File: src/rtl/uart_pkg.sv
// Shared types and helpers for the uart_trx transceiver: FSM state encodings
// and the clock-to-baud divisor calculation.
package uart_pkg;

   typedef enum logic [1:0] {
      TX_IDLE,
      TX_START,
      TX_DATA,
      TX_STOP
   } tx_state_t;

   typedef enum logic [1:0] {
      RX_IDLE,
      RX_START,
      RX_DATA,
      RX_STOP
   } rx_state_t;

   localparam logic [3:0] LAST_DATA_BIT = 4'd7;

   // Truncating divide; the caller guarantees the result is at least 4.
   function automatic int unsigned baud_div(input int unsigned clk_rate, input int unsigned baud);
      return clk_rate / baud;
   endfunction

endpackage

File: src/rtl/uart_baud_cnt.sv
// Bit-time counter: counts 0..DIV-1 and wraps, with a synchronous load-to-zero,
// a terminal-count flag (last clock of a bit) and a half-period flag.
module uart_baud_cnt #(
   parameter int unsigned DIV = 868
) (
   input  logic clk,
   input  logic rst,
   input  logic load,
   output logic tc,
   output logic half
);

   localparam int unsigned CW = $clog2(DIV) + 1;
   localparam logic [CW-1:0] LAST = CW'(DIV - 1);
   localparam logic [CW-1:0] MID  = CW'(DIV / 2 - 1);

   logic [CW-1:0] cnt;

   always_ff @(posedge clk or negedge rst) begin
      if (!rst) begin
         cnt <= '0;
      end else if (load || (cnt == LAST)) begin
         cnt <= '0;
      end else begin
         cnt <= cnt + 1'b1;
      end
   end

   assign tc   = (cnt == LAST);
   assign half = (cnt == MID);

endmodule

File: src/rtl/uart_trx.sv
// 8N1 UART transceiver with independent TX serialiser and RX deserialiser.
// Optional macro UART_RX_STOP_CHECK_EN: drop received bytes whose stop bit is 0.
//
// TX FSM   state    | meaning
//          TX_IDLE  | line high, waiting for uart_tx_evt_i
//          TX_START | driving start bit (0) for one bit time
//          TX_DATA  | driving data bit tx_idx, LSB first
//          TX_STOP  | driving stop bit (1); done pulses as it ends
// RX FSM   state    | meaning
//          RX_IDLE  | waiting for a 1->0 edge on the synchronised line
//          RX_START | waiting half a bit to confirm the start bit
//          RX_DATA  | sampling data bit rx_idx mid-bit
//          RX_STOP  | sampling the stop bit, then delivering the byte
module uart_trx #(
   parameter logic [31:0] MODULE_CLK_RATE   = 32'd100_000_000,
   parameter logic [31:0] UART_BAUDCLK_RATE = 32'd115200
) (
   input  logic       clk,
   input  logic       rst,
   input  logic [7:0] uart_tx_data_i,
   input  logic       uart_tx_evt_i,
   output logic       uart_tx,
   output logic       uart_tx_done,
   input  logic       uart_rx,
   output logic       uart_rx_evt_o,
   output logic [7:0] uart_rx_data_o,
   output logic       baud_bps_tb
);

   import uart_pkg::*;

   localparam int unsigned BAUD_DIV = baud_div(MODULE_CLK_RATE, UART_BAUDCLK_RATE);

   tx_state_t  tx_state, tx_state_nxt;
   logic [3:0] tx_idx, tx_idx_nxt;
   logic [7:0] tx_byte, tx_byte_nxt;
   logic       tx_line_nxt;
   logic       tx_done_nxt;
   logic       tx_load;
   logic       tx_tc;
   logic       tx_half_unused;

   uart_baud_cnt #(.DIV(BAUD_DIV)) u_tx_cnt (
      .clk  (clk),
      .rst  (rst),
      .load (tx_load),
      .tc   (tx_tc),
      .half (tx_half_unused)
   );

   always_ff @(posedge clk or negedge rst) begin
      if (!rst) begin
         tx_state     <= TX_IDLE;
         tx_idx       <= '0;
         tx_byte      <= '0;
         uart_tx      <= 1'b1;
         uart_tx_done <= 1'b0;
      end else begin
         tx_state     <= tx_state_nxt;
         tx_idx       <= tx_idx_nxt;
         tx_byte      <= tx_byte_nxt;
         uart_tx      <= tx_line_nxt;
         uart_tx_done <= tx_done_nxt;
      end
   end

   // The line level is computed from the next state so uart_tx is a flop output.
   always_comb begin
      tx_state_nxt = tx_state;
      tx_idx_nxt   = tx_idx;
      tx_byte_nxt  = tx_byte;
      tx_done_nxt  = 1'b0;
      tx_line_nxt  = 1'b1;
      tx_load      = (tx_state == TX_IDLE);
      case (tx_state)
         TX_IDLE: begin
            if (uart_tx_evt_i) begin
               tx_state_nxt = TX_START;
               tx_byte_nxt  = uart_tx_data_i;
               tx_idx_nxt   = '0;
            end
         end
         TX_START: begin
            if (tx_tc) begin
               tx_state_nxt = TX_DATA;
               tx_idx_nxt   = '0;
            end
         end
         TX_DATA: begin
            if (tx_tc) begin
               if (tx_idx == LAST_DATA_BIT) begin
                  tx_state_nxt = TX_STOP;
               end else begin
                  tx_idx_nxt = tx_idx + 4'd1;
               end
            end
         end
         TX_STOP: begin
            if (tx_tc) begin
               tx_state_nxt = TX_IDLE;
               tx_done_nxt  = 1'b1;
            end
         end
         default: tx_state_nxt = TX_IDLE;
      endcase
      case (tx_state_nxt)
         TX_START: tx_line_nxt = 1'b0;
         TX_DATA:  tx_line_nxt = tx_byte_nxt[tx_idx_nxt[2:0]];
         default:  tx_line_nxt = 1'b1;
      endcase
   end

   logic [1:0] rx_sync;
   logic       rx_s;
   logic       rx_prev;
   rx_state_t  rx_state, rx_state_nxt;
   logic [3:0] rx_idx, rx_idx_nxt;
   logic [7:0] rx_shift, rx_shift_nxt;
   logic       rx_load;
   logic       rx_sample;
   logic       rx_accept;
   logic       rx_tc;
   logic       rx_half;

   assign rx_s = rx_sync[1];

   uart_baud_cnt #(.DIV(BAUD_DIV)) u_rx_cnt (
      .clk  (clk),
      .rst  (rst),
      .load (rx_load),
      .tc   (rx_tc),
      .half (rx_half)
   );

   always_ff @(posedge clk or negedge rst) begin
      if (!rst) begin
         rx_sync        <= 2'b11;
         rx_prev        <= 1'b1;
         rx_state       <= RX_IDLE;
         rx_idx         <= '0;
         rx_shift       <= '0;
         uart_rx_evt_o  <= 1'b0;
         uart_rx_data_o <= '0;
         baud_bps_tb    <= 1'b0;
      end else begin
         rx_sync       <= {rx_sync[0], uart_rx};
         rx_prev       <= rx_s;
         rx_state      <= rx_state_nxt;
         rx_idx        <= rx_idx_nxt;
         rx_shift      <= rx_shift_nxt;
         uart_rx_evt_o <= rx_accept;
         baud_bps_tb   <= rx_sample;
         if (rx_accept) begin
            uart_rx_data_o <= rx_shift;
         end
      end
   end

   // Start detection needs rx_prev=1, so after a low stop bit the receiver
   // cannot re-arm until the line has returned high.
   always_comb begin
      rx_state_nxt = rx_state;
      rx_idx_nxt   = rx_idx;
      rx_shift_nxt = rx_shift;
      rx_load      = 1'b0;
      rx_sample    = 1'b0;
      rx_accept    = 1'b0;
      case (rx_state)
         RX_IDLE: begin
            rx_load = 1'b1;
            if (rx_prev && !rx_s) begin
               rx_state_nxt = RX_START;
               rx_idx_nxt   = '0;
            end
         end
         RX_START: begin
            if (rx_half) begin
               rx_sample    = 1'b1;
               rx_load      = 1'b1;
               rx_state_nxt = rx_s ? RX_IDLE : RX_DATA;
            end
         end
         RX_DATA: begin
            if (rx_tc) begin
               rx_sample    = 1'b1;
               rx_shift_nxt = {rx_s, rx_shift[7:1]};
               if (rx_idx == LAST_DATA_BIT) begin
                  rx_state_nxt = RX_STOP;
               end else begin
                  rx_idx_nxt = rx_idx + 4'd1;
               end
            end
         end
         RX_STOP: begin
            if (rx_tc) begin
               rx_sample    = 1'b1;
               rx_state_nxt = RX_IDLE;
`ifdef UART_RX_STOP_CHECK_EN
               rx_accept    = rx_s;
`else
               rx_accept    = 1'b1;
`endif
            end
         end
         default: rx_state_nxt = RX_IDLE;
      endcase
   end

endmodule

File: config.mk
export PLATFORM = sky130hd
export DESIGN_NAME = uart_trx
export DESIGN_NICKNAME = d
export VERILOG_FILES = /design/src/rtl/uart_pkg.sv /design/src/rtl/uart_baud_cnt.sv /design/src/rtl/uart_trx.sv
export SDC_FILE = /design/constraint.sdc
export NUM_CORES = 1
export LEC_CHECK = 0
export CAP_MARGIN = 0
export CORE_UTILIZATION = 40
export CTS_CLUSTER_SIZE = 40
export DETAILED_ROUTE_END_ITERATION = 8
export GPL_ROUTABILITY_DRIVEN = 0
export PLACE_DENSITY = 0.69
export SYNTH_ARGS = -nofsm -noshare
export SYNTH_HDL_FRONTEND = slang
export SYNTH_SLANG_ARGS = --single-unit
File: constraint.sdc
create_clock -name clk -period 3.9 [get_ports clk]
set_input_delay 0.78 -clock clk [delete_from_list [all_inputs] [get_ports clk]]
set_output_delay 0.78 -clock clk [all_outputs]
set_load 0.01 [all_outputs]
==> results.yml <==
run_status:
  status: "completed"
drt:
  first_iter_violations: 43
  drc_errors: 0
  wl_per_cell_um: 13.2
  routed_wl_um: 5290
  ant_nets: 0
  vias: 2046
  via_per_inst: 5.10
  drt_pass1_iterations: 4
grt:
  grt_max_degree: 47
  grt_overflow_total: 0
  grt_pass1_vias: 2094
  grt_pass1_wl_um: 9730
  antenna_found_initial: 0
  grt_use_total_pct: 15.1
floorplan:
  rows: 31
  fp.dieArea_mm2: 0.00812
  die_w_um: 90.1
  io_pins: 24
  start_util_pct: 42.1
  floorplan.die.height_um: 90.1
  coreArea_mm2: 0.00737
critical_path:
  reg2reg_from: "u_rx_cnt.cnt[0]"
  worstSetupPathType: "in -> reg"
  cp.required_ns: 4.18
  cp-start-kind: "primary input"
  cpPeakStageDelay_ns: 0.57
  r2r-end: "uart_rx_data_o[5]"
  arrival_ns: 2.89
  crit_path_max_fanout: 8
  worst-r2r-cell-count: 5
  endpoint_kind: "flop"
  crit_path_frequent_cell: "mux2_2"
  rrSetupSlack_ns: 1.36
  crit_chain: "clkdlybuf4s50_1, inv_1, nor3_2, mux2_2, mux2_2, o2bb2ai_2, a211oi_2"
  cp_slowest_cell: "nor3_2"
hold_path:
  min_path_cells: 0
  min_to: "rx_sync[1]"
  hp-class: "reg -> reg"
  hp-start: "rx_sync[0]"
layout:
  antennaDiodeCount: 0
  area_delta_synth_final_pct: 17.1
  drive_gt1_share_pct: 21.2
  fin_util_pct: 49.3
  nets: 314
  n_fill_cell: 689
synth:
  synthTopCellsByCount: "dfrtp_1 (61), nor2_1 (33), mux2_2 (26)"
  postSynthNetCount: 287
  synth.most_common_cell: "dfrtp_1"
  synth-seq-cells: 65
  yosys.area.top_type: "dfrtp_1"
  syn_area_mm2: 0.00310
  synth_flop_cell: "dfrtp_1"
  synth_cell_types: 53
  synth_edf_count: 0
  async_reset_ff_share_pct: 100
  synthTopCellsByArea: "dfrtp_1 (49%), mux2_2 (9.4%), nor2_1 (4.0%), dfstp_2 (3.4%), xor2_1 (2.5%)"
  seq_area_frac_synth_pct: 52.6
  avgSynthCellArea_um2: 11.5
  synth_warnings: 0
  postSynthCellCount: 270
  yosys.area.top_type_share_pct: 49.2
job:
  cap_violations: 0
clock_network:
  holdBufCountCts: 0
  cts_buffers: 9
  post_cts_resized: 0
  postCtsSetupBuffers: 0
  clockBufferDepth: 2
  clkSlewWorstSetupHoldPaths_ns: 0.07
  cts_sinks: 65
  root_buffer: "clkbuf_8"
  htreeDepth: 3
  cts_tree: "yes"
  clk_latency_ns: 0.35
power:
  power_leakage_nw: 1.59
  power_mw: 1.72
  irDropWorstVdd_uv: 220
  power_density_mw_per_mm2: 474
sta:
  final.setup_skew_ns: 0.00772
  timing.fmax_ghz: 0.383
  finalHoldViolations: 0
  worstMarginPinSlew_ns: 1.21
  worst_slew_margin_rel_pct: 18.3
  period_minus_slack_ns: 2.61
  rsz0062_at_grt: "false"
  final.period_utilization_pct: 66.9
  final-max-slew-violation-count: 0
  setup_tns_ns: 0
  setup_viol: 0
place:
  io_buffers: 23
  dpl.hpwl_um: 3620
[worst max path at each step]
stage	from	endpoint
final	uart_tx_evt_i	uart_tx
after global placement	uart_tx_evt_i	uart_tx
after floorplan	u_rx_cnt.cnt[0]	uart_rx_data_o[0]
after CTS	uart_tx_evt_i	uart_tx
after detailed placement	uart_tx_evt_i	uart_tx
after global routing	u_rx_cnt.cnt[0]	uart_rx_data_o[1]
[flip-flops by register name, summed over array words and instances (netlist names), 2 cells and up, named ones only]
name and cells:
u_rx_cnt.cnt 11, u_tx_cnt.cnt 11, rx_shift 8, tx_byte 8, uart_rx_data_o 8, rx_idx 4, tx_idx 4, rx_sync 2
tx_state 2
[cell usage in the layout, fill, tap and decap left out, types with 3 or more instances in the layout]
master            n
ha_1              5
nor3_1            7
mux2_2           26
nor2_1           33
and2_1            3
and3_1            4
o211ai_1          3
nor2b_1           3
o21ai_0           8
xnor2_1           8
nand2_1           8
inv_1             9
dfstp_2           4
clkbuf_8         10
mux2i_1           5
clkdlybuf4s50_1  22
clkinvlp_4        3
or3_1             5
dfrtp_1          61
nand3_1          15
xor2_1            9
a21oi_1           6
nand4_1           6
[cell type report]
class	count	area [um^2]	share of cell area, %
timing repair buffer	24	233	6.40
clock buffer	10	138	3.79
clock inverter	6	91.3	2.51
tap	99	124	3.41
multi-input combinational	188	1380	38.1
inverter	9	33.8	0.929
sequential	65	1630	44.9
[worst max-delay path: cells and delay by family]
family,cells,cell delay (ns)
muxes,2,0.70
buffers and inverters,2,0.64
AOI/OAI and AO/OA,2,0.20
and+or+nand+nor,1,0.57
[cells by family after synthesis]
kind of cell	after synthesis	synth area share [%]
AND/OR/NAND/NOR	101	18.8
flip-flops	65	52.6
AO/OA/AOI/OAI	34	7.94
multiplexers	31	11.0
XOR/XNOR	17	4.80
buffers and inverters	17	2.86
adder cells (fa/ha/maj)	5	2.02
[power breakdown]
| group | switching (mW) | leakage [nW] | total [mW] | internal, mW |
|---|---|---|---|---|
| sequential | 0.0786 | 0.844 | 0.832 | 0.754 |
| combinational | 0.129 | 0.641 | 0.246 | 0.116 |
| clock | 0.266 | 0.105 | 0.644 | 0.378 |
[metrics by stage]
step	hold slack, ns	worst slack [ns]	cell area [um^2]	cells
global placement	0.347	1.05	3410	385
global route	0.363	1.13	3630	401
CTS	0.358	1.29	3630	401
detailed placement	0.353	0.919	3410	385
finish	0.355	1.29	3630	401
floorplan	0.345	1.73	3100	270
[layer usage]
metal  global-route usage, %  vias to the layer above  part of all wire (%)
met2                    23.0                       30                    46
met5                       0                        -                     0
met4                    7.12                        0                   2.1
met1                    19.0                      987                    48
li1                        -                     1019                     -
met3                    5.67                       10                   3.9
Note: power is estimated with default switching activity, not from simulation.
